--- src/rtl/control_multiciclo_if.sv ---
// control_multiciclo_if: datapath-facing bus of the multicycle control FSM
interface control_multiciclo_if;
  logic [5:0] op;
  logic       imem_ready;
  logic       dmem_ready;
  logic       pc_we;
  logic       ir_we;
  logic       enW_Bank;
  logic       enW_Mem;
  logic       enR_Mem;
  logic       selMuxMem_ALU;
  logic       selMuxAddr;
  logic       selMuxSign_Bank;
  logic [3:0] selControl;
  logic       branch;
  logic       selMuxPC2;
  logic       retire;
  logic       illegal;
  logic [2:0] state;
  modport slave (
    input  op, imem_ready, dmem_ready,
    output pc_we, ir_we, enW_Bank, enW_Mem, enR_Mem, selMuxMem_ALU, selMuxAddr,
           selMuxSign_Bank, selControl, branch, selMuxPC2, retire, illegal, state
  );
  modport master (
    output op, imem_ready, dmem_ready,
    input  pc_we, ir_we, enW_Bank, enW_Mem, enR_Mem, selMuxMem_ALU, selMuxAddr,
           selMuxSign_Bank, selControl, branch, selMuxPC2, retire, illegal, state
  );
endinterface

--- src/rtl/control_multiciclo.sv ---
// control_multiciclo: multicycle MIPS control FSM with memory wait handshakes and illegal-opcode halt
module control_multiciclo (
  input logic                  clk,
  input logic                  rst,
  control_multiciclo_if.slave  bus
);
  typedef enum logic [2:0] {
    FETCH  = 3'd0,
    DECODE = 3'd1,
    EXEC   = 3'd2,
    MEM    = 3'd3,
    WB     = 3'd4,
    HALT   = 3'd5
  } state_t;
  state_t     state_q, state_d;
  logic [5:0] op_q, op_d;
  logic       illegal_q, illegal_d;
  logic       legal, pc_we, ir_we, bank_n, wmem, rmem, branch, pc2;
  logic       sel_active, mem_alu, addr_rd, sign_imm;
  logic [3:0] ctl;
  always_comb begin
    legal = bus.op inside {6'd0, 6'd2, 6'd4, 6'd8, 6'd9, 6'd10, 6'd12, 6'd13, 6'd14, 6'd35, 6'd43};
    state_d   = state_q;
    op_d      = op_q;
    illegal_d = illegal_q;
    pc_we     = 1'b0;
    ir_we     = 1'b0;
    bank_n    = 1'b1;
    wmem      = 1'b0;
    rmem      = 1'b0;
    branch    = 1'b0;
    pc2       = 1'b0;
    case (state_q)
      FETCH: begin
        ir_we   = bus.imem_ready;
        state_d = bus.imem_ready ? DECODE : FETCH;
      end
      DECODE: begin
        op_d      = bus.op;
        illegal_d = ~legal;
        pc_we     = legal && bus.op == 6'd2;
        pc2       = legal && bus.op == 6'd2;
        state_d   = !legal ? HALT : bus.op == 6'd2 ? FETCH : EXEC;
      end
      EXEC: begin
        branch  = op_q == 6'd4;
        pc_we   = op_q == 6'd4;
        state_d = op_q == 6'd4 ? FETCH : (op_q == 6'd35 || op_q == 6'd43) ? MEM : WB;
      end
      MEM: begin
        rmem    = op_q == 6'd35;
        wmem    = op_q != 6'd35;
        pc_we   = bus.dmem_ready && op_q != 6'd35;
        state_d = !bus.dmem_ready ? MEM : op_q == 6'd35 ? WB : FETCH;
      end
      WB: begin
        bank_n  = 1'b0;
        pc_we   = 1'b1;
        state_d = FETCH;
      end
      HALT:    state_d = HALT;
      default: state_d = FETCH;
    endcase
  end
  // selects follow op_q only while an instruction owns the ALU
  always_comb begin
    sel_active = state_q == EXEC || state_q == MEM || state_q == WB;
    ctl      = 4'd0;
    mem_alu  = 1'b1;
    addr_rd  = 1'b0;
    sign_imm = 1'b0;
    if (sel_active) begin
      case (op_q)
        6'd0:  begin ctl = 4'd8; addr_rd = 1'b1; end
        6'd4:  ctl = 4'd1;
        6'd8:  sign_imm = 1'b1;
        6'd9:  begin ctl = 4'd1; sign_imm = 1'b1; end
        6'd10: begin ctl = 4'd5; sign_imm = 1'b1; end
        6'd12: begin ctl = 4'd2; sign_imm = 1'b1; end
        6'd13: begin ctl = 4'd3; sign_imm = 1'b1; end
        6'd14: begin ctl = 4'd4; sign_imm = 1'b1; end
        6'd35: begin mem_alu = 1'b0; sign_imm = 1'b1; end
        6'd43: sign_imm = 1'b1;
        default: ctl = 4'd15;
      endcase
    end
  end
  always_ff @(posedge clk) begin
    if (rst) begin
      state_q   <= FETCH;
      op_q      <= 6'd0;
      illegal_q <= 1'b0;
    end else begin
      state_q   <= state_d;
      op_q      <= op_d;
      illegal_q <= illegal_d;
    end
  end
  // reset masks strobes so the edge that resets cannot also commit a write
  assign bus.pc_we           = pc_we & ~rst;
  assign bus.retire          = pc_we & ~rst;
  assign bus.ir_we           = ir_we & ~rst;
  assign bus.enW_Bank        = bank_n | rst;
  assign bus.enW_Mem         = wmem & ~rst;
  assign bus.enR_Mem         = rmem & ~rst;
  assign bus.branch          = branch & ~rst;
  assign bus.selMuxPC2       = pc2 & ~rst;
  assign bus.selControl      = ctl;
  assign bus.selMuxMem_ALU   = mem_alu;
  assign bus.selMuxAddr      = addr_rd;
  assign bus.selMuxSign_Bank = sign_imm;
  assign bus.illegal         = illegal_q;
  assign bus.state           = state_q;
endmodule
--- src/flat_wrapper.sv ---
// flat-port wrapper written by rule: the top's interface ports become plain ports
module control_multiciclo_flat 
  (clk, rst, bus_op, bus_imem_ready, bus_dmem_ready, bus_pc_we, bus_ir_we, bus_enW_Bank, bus_enW_Mem, bus_enR_Mem, bus_selMuxMem_ALU, bus_selMuxAddr, bus_selMuxSign_Bank, bus_selControl, bus_branch, bus_selMuxPC2, bus_retire, bus_illegal, bus_state);
  control_multiciclo_if bus_i ();
  input logic clk;
  input logic rst;
  input wire logic [$bits(bus_i.op)-1:0] bus_op;
  input wire logic [$bits(bus_i.imem_ready)-1:0] bus_imem_ready;
  input wire logic [$bits(bus_i.dmem_ready)-1:0] bus_dmem_ready;
  output wire logic [$bits(bus_i.pc_we)-1:0] bus_pc_we;
  output wire logic [$bits(bus_i.ir_we)-1:0] bus_ir_we;
  output wire logic [$bits(bus_i.enW_Bank)-1:0] bus_enW_Bank;
  output wire logic [$bits(bus_i.enW_Mem)-1:0] bus_enW_Mem;
  output wire logic [$bits(bus_i.enR_Mem)-1:0] bus_enR_Mem;
  output wire logic [$bits(bus_i.selMuxMem_ALU)-1:0] bus_selMuxMem_ALU;
  output wire logic [$bits(bus_i.selMuxAddr)-1:0] bus_selMuxAddr;
  output wire logic [$bits(bus_i.selMuxSign_Bank)-1:0] bus_selMuxSign_Bank;
  output wire logic [$bits(bus_i.selControl)-1:0] bus_selControl;
  output wire logic [$bits(bus_i.branch)-1:0] bus_branch;
  output wire logic [$bits(bus_i.selMuxPC2)-1:0] bus_selMuxPC2;
  output wire logic [$bits(bus_i.retire)-1:0] bus_retire;
  output wire logic [$bits(bus_i.illegal)-1:0] bus_illegal;
  output wire logic [$bits(bus_i.state)-1:0] bus_state;
  assign bus_i.op = bus_op;
  assign bus_i.imem_ready = bus_imem_ready;
  assign bus_i.dmem_ready = bus_dmem_ready;
  assign bus_pc_we = bus_i.pc_we;
  assign bus_ir_we = bus_i.ir_we;
  assign bus_enW_Bank = bus_i.enW_Bank;
  assign bus_enW_Mem = bus_i.enW_Mem;
  assign bus_enR_Mem = bus_i.enR_Mem;
  assign bus_selMuxMem_ALU = bus_i.selMuxMem_ALU;
  assign bus_selMuxAddr = bus_i.selMuxAddr;
  assign bus_selMuxSign_Bank = bus_i.selMuxSign_Bank;
  assign bus_selControl = bus_i.selControl;
  assign bus_branch = bus_i.branch;
  assign bus_selMuxPC2 = bus_i.selMuxPC2;
  assign bus_retire = bus_i.retire;
  assign bus_illegal = bus_i.illegal;
  assign bus_state = bus_i.state;
  control_multiciclo u_core (.clk(clk), .rst(rst), .bus(bus_i));
endmodule
--- config.mk ---
export PLATFORM = sky130hd
export DESIGN_NAME = control_multiciclo_flat
export DESIGN_NICKNAME = d
export VERILOG_FILES = /design/src/rtl/control_multiciclo_if.sv /design/src/rtl/control_multiciclo.sv /design/src/flat_wrapper.sv
export SDC_FILE = /design/constraint.sdc
export NUM_CORES = 1
export LEC_CHECK = 0
export ABC_AREA = 1
export BUFFER_PORTS_ARGS = -buffer_cell sky130_fd_sc_hd__buf_2
export CELL_PAD_IN_SITES_DETAIL_PLACEMENT = 1
export CELL_PAD_IN_SITES_GLOBAL_PLACEMENT = 1
export CORE_UTILIZATION = 31
export DETAILED_ROUTE_END_ITERATION = 10
export PLACE_DENSITY = 0.89
export SYNTH_ARGS = -nofsm -noshare
export SYNTH_HDL_FRONTEND = slang
export SYNTH_SLANG_ARGS = --single-unit
--- constraint.sdc ---
create_clock -name clk -period 1.5 [get_ports clk]
set_input_delay 0.15 -clock clk [delete_from_list [all_inputs] [get_ports clk]]
set_output_delay 0.15 -clock clk [all_outputs]
set_load 0.01 [all_outputs]
==> results of run 1 <==
[area by class of cell]
cell class / instances / area [um^2] / area share, %
multi-input combinational: 113 / 732.0 / 49.41
timing repair buffer: 56 / 379.1 / 25.59
sequential: 10 / 231.5 / 15.63
inverter: 19 / 78.83 / 5.321
tap: 30 / 37.54 / 2.534
clock buffer: 3 / 22.52 / 1.520
[through the flow]
| stage | hold WS (ps) | worst slack [ps] | std cells | power, W |
|---|---|---|---|---|
| 2_1_floorplan | 299.1 | 66.45 | 144 | 0.0005423 |
| 3_3_place_gp | 434.1 | 70.19 | 201 | 0.0006326 |
| 3_5_place_dp | 444.1 | -5.324 | 201 | 0.0006499 |
| 4_1_cts | 161.3 | -64.30 | 220 | 0.0009465 |
| 5_1_grt | 194.3 | -265.1 | 231 | 0.001172 |
| 6_report | 171.7 | -206.1 | 231 | 0.001114 |
[how the worst max path moves through the flow]
stage,startpoint,to,slack [ps],depth (start not counted)
global placement,u_core.bus.state[0],bus_selControl[1],70,8
floorplan,u_core.bus.state[0],bus_retire,70,7
global route,u_core.op_q[2],bus_selControl[3],-270,8
detailed placement,u_core.bus.state[0],bus_selControl[3],-5,8
finish,u_core.op_q[2],bus_selControl[3],-210,8
CTS,u_core.bus.state[1],bus_selControl[3],-60,8
[layout by cell type (no fill, tap or decap)]
cell type,instances
o21ai_2,1
buf_2,27
o21ai_0,9
inv_4,3
inv_1,8
dfxtp_4,8
inv_2,8
dfxtp_2,1
o21ai_1,2
nor2_4,12
nand2_1,17
nor2_2,4
a21oi_2,1
nor2_1,14
nand3_1,10
nand3_2,7
buf_4,22
nand3_4,1
a21boi_1,1
nand4_1,3
nand3b_1,3
nand2_4,3
clkbuf_4,3
nor3_1,1
nand2_2,11
buf_6,7
and2_4,1
nor3_2,4
dfxtp_1,1
a21oi_1,8
[kinds of logic after synthesis]
| kind of cell | Yosys count |
|---|---|
| buffers and inverters | 22 |
| flip-flops | 10 |
| AND/OR/NAND/NOR | 90 |
| AO/OA/AOI/OAI | 22 |
[metal layers]
layer / vias up / GRT usage (%) / part of all wire (%)
li1: 590 / - / -
met1: 572 / 27.60 / 41
met2: 44 / 50.63 / 50
met3: 18 / 3.161 / 3.8
met4: 0 / 10.09 / 4.8
met5: - / 0 / 0
[power groups by stage]
stage	clock [W]	sequential, W	combinational, W
final	0.000189	0.000368	0.000557
after floorplan	0	0.000341	0.000201
after global placement	0	0.000338	0.000294
after CTS	0.000183	0.000357	0.000407
after global routing	0.000208	0.000372	0.000591
after detailed placement	0	0.000341	0.000309
[repair_timing]
item	CTS	global route
gates cloned	1	0
buffers inserted	15	11
gates resized for setup	45	48
setup endpoints to repair	12	14
pin swaps	18	18
[critical path, stage by stage (launching register included)]
cell and delay [ps]:
dfxtp_4 370, inv_2 150, nor2_4 60, nand3_2 90
nand2_2 60, nor2_1 190, nand2_2 110, o21ai_1 100
buf_2 150
[state kept, by name, summed over array words and instances (netlist names)]
register            flops
u_core.bus.state        3
u_core.op_q             6
u_core.bus.illegal      1
==> out/metrics.csv, run 1 <==
metric,value,unit
Gate Count Post-Synth,144,
worst hold start,bus_op[4],
largest family of logic cells by synthesized area,simple AND/OR/NAND/NOR gates,
CTS H-Tree Depth,1,
# nets final,213,
Starting DRT DRC Count,20,
DR pass1 iterations,4,
Post-DRT Antenna Nets,0,
Final Core Density,59.80,%
Commonest cells post-synth,"nand2_1 (27), nor2_1 (26), inv_1 (19)",
cells on worst reg2reg path,11,
R2R Path End,u_core.bus.state[2],
P per Cell Area,751.9,mW/mm^2
initial antenna violation count,0,
layout cells sized above 1,61.69,%
peak supply drop,0.7059,mV
clock sinks,10,
worst relative slew slack,81.55,%
io pins,29,
post-synthesis mux area share,0,%
hold path depth,3,
Die Wd,53.42,um
GRT Util Overall,26.05,%
Num CTS Buffers,3,
"Max FO, Critical Path",5,
Synth Net Count,154,
final setup vio count,13,
CTS tree,yes,
vias in the first global route,1166,
Filler cells,326,
synthesized flop and latch total,10,
Post-synth top flop,dfxtp_1,
num rows,18,
failing checks,negative setup slack,
synth warn,0,
Final Cycle Share,113.7,%
final slew viol count,0,
Unique masters post-synth,19,
"Clk Latency, worst-skew pair",270,ps
largest net degree at the start of global routing,12,
Port Buffers,28,
"Cell Area, Placed",996.0,um^2
Synth Area in Compound Gates,14.20,%
fmax,586.1,MHz
worst setup margin,-206.1,ps
gr ovfl total,0,
FF-to-FF Start,u_core.bus.state[2],
"Seq/Total Area, Yosys",24.43,%
Final Hold Viols,0,
syn_area_per_cell,5.691,um^2
leakage,0.7023,nW
Synth Cell Area,819.5,um^2
clock-pin slew on the worst setup and hold paths,70,ps
wire per inst,17.92,um
post-synth top area cell,dfxtp_1,
Routability Congestion,0.8335,
clk buf depth,2,
ANT cells,0,
Post-Synth XOR/XNOR Area,0,%
post-synth top area share,24.43,%
Post-CTS Hold Fix Bufs,0,
CP arrival,1560,ps
die height,53.42,um
Seq pwr share,33.0,%
Hold Crit Class,in -> reg,
clock share of power,16.9,%
P_int,0.0006299,W
number of flops mapped to enable cells by yosys,0,
min cycle time layout,1706,ps
Final Cell Area,0.001481,mm^2
max cap viols,0,
Worst Max-Slew Pin Slew,276.7,ps
Layout Skew,6.435,ps
NetSw,0.0004840,W
crit end category,primary output,
Synth Area in Adders,0,%
synthesized-area fraction occupied by and/or/nand/nor cells,50.69,%
top-count cell post-synth,nand2_1,
outcome,"finished, violations left",
ranking of synthesized cells by area,"dfxtp_1 (24%), nand2_1 (12%), nor2_1 (12%), nand3_1 (11%), inv_1 (8.7%)",
Sw Ratio,43.45,%
vias per cell,5.299,
DPL Wire Length,2.045,mm
Synth-to-Final Area Change,80.76,%
global-route wire length before repair,5.244,mm
CP required,1350,ps
CP startpoint kind,register,
setup_tns,-1365,ps
Hold EP,u_core.op_q[4],
WL final,4.140,mm
RSZ-0062 raised after global routing,yes,
WS Path Type,reg -> out,
Root Buffer,clkbuf_4,
"Async S/R FF share, synth",0,%
Core Region,0.002477,mm^2
DRC,0,
vias,1224,
Comb pwr share,50.0,%
flop2flop setup slack,-50,ps
die footprint,0.002853,mm^2
initial core utilization,33.08,%
(Power assumes the default switching activity.)
==> run 2: changes to the inputs <==
- CELL_PAD_IN_SITES_DETAIL_PLACEMENT: 1 -> not set
- CELL_PAD_IN_SITES_GLOBAL_PLACEMENT: 1 -> not set
- CORE_UTILIZATION: 31 -> 45
- PLACE_DENSITY: 0.89 -> 0.85
==> out/metrics.csv, run 2 (synthesis gave the netlist of run 1 again) <==
metric,value,unit
outcome,"finished, violations left",
failing checks,negative setup slack,
"Slowest-stage cell, CP",dfxtp_4,
crit end category,primary output,
Starting DRT DRC Count,68,
Final Cycle Share,113.0,%
wire per inst,15.54,um
DR pass1 iterations,6,
CTS tree,yes,
peak supply drop,0.6163,mV
Worst Max-Slew Pin Slew,257.9,ps
DRC,0,
Final Cell Area,0.001368,mm^2
final setup vio count,13,
Layout Skew,5.677,ps
critical path's top delay family,simple AND/OR/NAND/NOR gates,
layout cells sized above 1,53.57,%
CP startpoint kind,register,
clk buf depth,2,
Routability Congestion,0.8595,
flop2flop setup slack,100,ps
Port Buffers,28,
most frequent CP cell,nand3_1,
Core Region,0.001708,mm^2
ANT cells,0,
num rows,15,
"leading cell types in the layout, fill and taps excluded","buf_2 (27), nand2_1 (19), buf_4 (17)",
vias,1273,
worst relative slew slack,82.81,%
CP Cell Sequence,inv_2 -> nor2_4 -> nand3_1 -> nand2_2 -> o21ai_0 -> nand3_1 -> buf_2,
die footprint,0.001996,mm^2
cells on worst reg2reg path,9,
Post-DRT Antenna Nets,0,
max reg flops,6,
vias in the first global route,1177,
largest net degree at the start of global routing,12,
"commonest non-fill, non-tap cell in the layout",buf_2,
CP required,1350,ps
Crit path largest cell delay,370,ps
"Cell Area, Placed",989.7,um^2
clock sinks,10,
final slew viol count,0,
CP Capture Point,bus_selControl[0],
fmax,590.2,MHz
"Clk Latency, worst-skew pair",270,ps
leakage,0.6763,nW
gr ovfl total,0,
io pins,29,
max cap viols,0,
# nets final,207,
GRT Util Overall,34.48,%
Post-CTS Hold Fix Bufs,0,
global-route wire length before repair,5.016,mm
vias per cell,5.760,
Hold Crit Class,in -> reg,
pre-CTS setup slack,66.69,ps
critical path depth,7,
setup_tns,-1276,ps
WS Path Type,reg -> out,
worst setup margin,-194.3,ps
R2R Path End,u_core.bus.state[2],
RSZ-0062 raised after global routing,yes,
WL final,3.434,mm
CP arrival,1540,ps
DPL Wire Length,1.637,mm
Final Hold Viols,0,
CTS H-Tree Depth,1,
Synth-to-Final Area Change,66.87,%
clock-pin slew on the worst setup and hold paths,70,ps
min cycle time layout,1694,ps
total power,0.001069,W
Worst Path Buf+Inv,2,
Root Buffer,clkbuf_4,
P per Cell Area,781.8,mW/mm^2
FF-to-FF Start,u_core.op_q[0],
"Most flops, register",u_core.op_q,
Num CTS Buffers,3,
"Max FO, Critical Path",5,
Die Wd,44.68,um
initial antenna violation count,0,
initial core utilization,47.99,%
die height,44.68,um
Worst setup startpoint,u_core.op_q[2],
[run 2: changes by cell type in the layout (fill, tap and decap cells not counted), sizes merged]
cell / before / now
clkbuf: 3 / 4
buf: 56 / 50
[run 2: repair_timing]
item / in CTS / in global routing
pin swaps: 16 / 5
resized for setup: 53 / 17
buffers inserted: 19 / 1
endpoints found under the setup margin: 12 / 13
hold endpoints to repair: 0 / 0
gates cloned: 1 / 0
[run 2: per-stage QoR]
stage | hold slack [ps] | util [%] | std cells
6_report | 169.9 | 80.07 | 221
5_1_grt | 169.5 | 80.07 | 221
4_1_cts | 174.2 | 75.97 | 220
3_5_place_dp | 444.5 | 57.95 | 196
3_3_place_gp | 435.1 | 57.95 | 196
2_1_floorplan | 299.1 | - | 144
[run 2: routing by layer]
metal	up-vias	wire length (um)	global-route usage, %
met5	-	0	0
met2	105	1669	61.18
met4	0	190	23.03
met1	566	1262	38.08
li1	575	-	-
met3	27	312	4.082
[run 2: area by class of cell]
type / instances / area, um^2
flip-flops and latches: 10 / 231.5
well taps: 25 / 31.28
clock buffers: 4 / 36.28
fillers: 125 / 340.3
inverters: 19 / 76.32
multi-input cells: 113 / 661.9
repair buffers: 50 / 330.3
[run 2: how the worst min path moves through the flow]
stage	start	depth (start not counted)	to
5_1_grt	bus_op[0]	3	u_core.op_q[0]
4_1_cts	bus_op[4]	3	u_core.op_q[4]
2_1_floorplan	bus_op[0]	2	u_core.op_q[0]
6_report	bus_op[4]	3	u_core.op_q[4]
3_3_place_gp	bus_op[4]	3	u_core.op_q[4]
3_5_place_dp	rst	2	u_core.bus.state[1]
[run 2: tightest hold or removal path, stage by stage]
cell and delay (ps):
buf_2 100, inv_1 80, a21oi_1 60
[run 2: where the power goes]
part / leakage, nW / internal [W] / switching [W] / total, W
clock network: 0.0210 / 0.000148 / 0.0000960 / 0.000244
logic: 0.567 / 0.000185 / 0.000272 / 0.000457
registers: 0.0881 / 0.000304 / 0.0000650 / 0.000369
total: 0.676 / 0.000636 / 0.000433 / 0.00107
==> run 3: changes to the inputs <==
--- a/config.mk
+++ b/config.mk
@@ -11,4 +11,5 @@
 export DETAILED_ROUTE_END_ITERATION = 10
 export PLACE_DENSITY = 0.85
+export SKIP_LAST_GASP = 1
 export SYNTH_ARGS = -nofsm -noshare
 export SYNTH_HDL_FRONTEND = slang
==> constraint.sdc (replaced) <==
create_clock -name clk -period 1.5 [get_ports clk]
set_input_delay 0.15 -clock clk [delete_from_list [all_inputs] [get_ports clk]]
set_output_delay 0.15 -clock clk [all_outputs]
set_load 0.005 [all_outputs]
==> out/metrics.csv, run 3 (synthesis gave the netlist of run 1 again) <==
metric,value,unit
global-route wire length before repair,4.091,mm
leakage,0.6479,nW
RSZ-0062 raised after global routing,yes,
failing checks,negative setup slack,
layout cells sized above 1,51.05,%
final slew viol count,0,
worst relative slew slack,85.20,%
clock sinks,10,
"Slowest-stage cell, CP",dfxtp_4,
DR pass1 iterations,4,
largest net degree at the start of global routing,12,
CP startpoint kind,register,
Post-DRT Antenna Nets,0,
outcome,"finished, violations left",
initial core utilization,47.99,%
Layout Skew,9.557,ps
initial antenna violation count,0,
Die Wd,44.68,um
CTS H-Tree Depth,1,
P per Cell Area,773.1,mW/mm^2
Starting DRT DRC Count,26,
GRT Util Overall,28.00,%
"Most flops, register",u_core.op_q,
fmax,637.6,MHz
num rows,15,
Num CTS Buffers,3,
CP Cell Sequence,inv_4 -> nand2_4 -> nor2_4 -> nand4_1 -> buf_4 -> nor2_2 -> buf_2,
CP required,1350,ps
"Max FO, Critical Path",5,
final setup vio count,8,
Crit path largest cell delay,380,ps
max reg flops,6,
final hold slack,167.9,ps
Routability Congestion,0.8646,
max cap viols,0,
Filler cells,120,
Hold Crit Class,in -> reg,
total power,0.001015,W
vias in the first global route,974,
WL final,2.797,mm
Port Buffers,28,
ANT cells,0,
DRC,0,
Post-CTS Hold Fix Bufs,0,
clk buf depth,2,
peak supply drop,0.5763,mV
"Clk Latency, worst-skew pair",260,ps
CTS tree,yes,
Root Buffer,clkbuf_4,
Synth-to-Final Area Change,60.15,%
gr ovfl total,0,
"leading cell types in the layout, fill and taps excluded","buf_2 (28), nand2_1 (22), nor2_1 (15)",
worst setup margin,-68.43,ps
Final Cycle Share,104.6,%
Worst Max-Slew Pin Slew,222.1,ps
Final Hold Viols,0,
CP arrival,1420,ps
"commonest non-fill, non-tap cell in the layout",buf_2,
clock-pin slew on the worst setup and hold paths,70,ps
wire per inst,13.01,um
WS Path Type,reg -> out,
Core Region,0.001708,mm^2
flop2flop setup slack,190,ps
io pins,29,
crit end category,primary output,
vias per cell,5.298,
DPL Wire Length,1.670,mm
vias,1139,
setup_tns,-360.6,ps
die footprint,0.001996,mm^2
min cycle time layout,1568,ps
# nets final,201,
die height,44.68,um
pre-CTS setup slack,82.80,ps
run 3: cell types whose count changed in the layout (fill, tap and decap cells not counted), moves of 3 or more:
| cell | change |
|---|---|
| buf_6 | -4 |
| nand2_2 | -5 |
| buf_4 | -3 |
| nand2_1 | +3 |
| nand3_2 | +3 |
| nand3_1 | -3 |
run 3: worst paths after layout:
path | from | endpoint | depth (start not counted)
min reg2reg | u_core.op_q[3] | u_core.op_q[3] | 2
max reg2reg | u_core.bus.state[2] | u_core.bus.state[1] | 8
min | bus_op[4] | u_core.op_q[4] | 3
max | u_core.bus.state[2] | bus_branch | 7
run 3: cell type report:
cell class                 instances  area (um^2)  area share [%]
clock buffer                       4        36.28           2.765
inverter                          19        73.82           5.624
multi-input combinational        113        671.9           51.19
sequential                        10        231.5           17.64
tap                               25        31.28           2.383
timing repair buffer              44        267.8           20.40
run 3: where the power goes:
part,switching (W),internal [W],leakage [nW]
Clock,0.0000902,0.000147,0.0210
Sequential,0.0000659,0.000304,0.0881
Combinational,0.000235,0.000173,0.539
Total,0.000391,0.000624,0.648
run 3: worst max-delay path: cells and delay by family (launching register included):
kind	cells	cell delay (ps)
buffers and inverters	3	370
DFF	1	380
and+or+nand+nor	4	400
run 3: repair_timing:
item | in CTS | in global routing
endpoints found under the setup margin | 11 | 12
setup buffers | 11 | 3
endpoints found under the hold margin | 0 | 0
pin swaps | 12 | 9
resized for setup | 47 | 20
gates cloned | 1 | 0
run 3: routing by layer:
metal  global-route usage [%]  share of wire, %  vias up
li1                         -                 -      561
met5                        0                 0        -
met1                    30.64                40      519
met2                    51.76                53       49
met3                    2.041               4.8       10
met4                    16.97               2.3        0
run 3: through the flow:
step | instance area [um^2] | cells | util [%]
6_report | 1313 | 215 | 76.85
5_1_grt | 1313 | 215 | 76.85
4_1_cts | 1211 | 212 | 70.92
3_5_place_dp | 989.7 | 196 | 57.95
3_3_place_gp | 989.7 | 196 | 57.95
2_1_floorplan | 819.5 | 144 | -
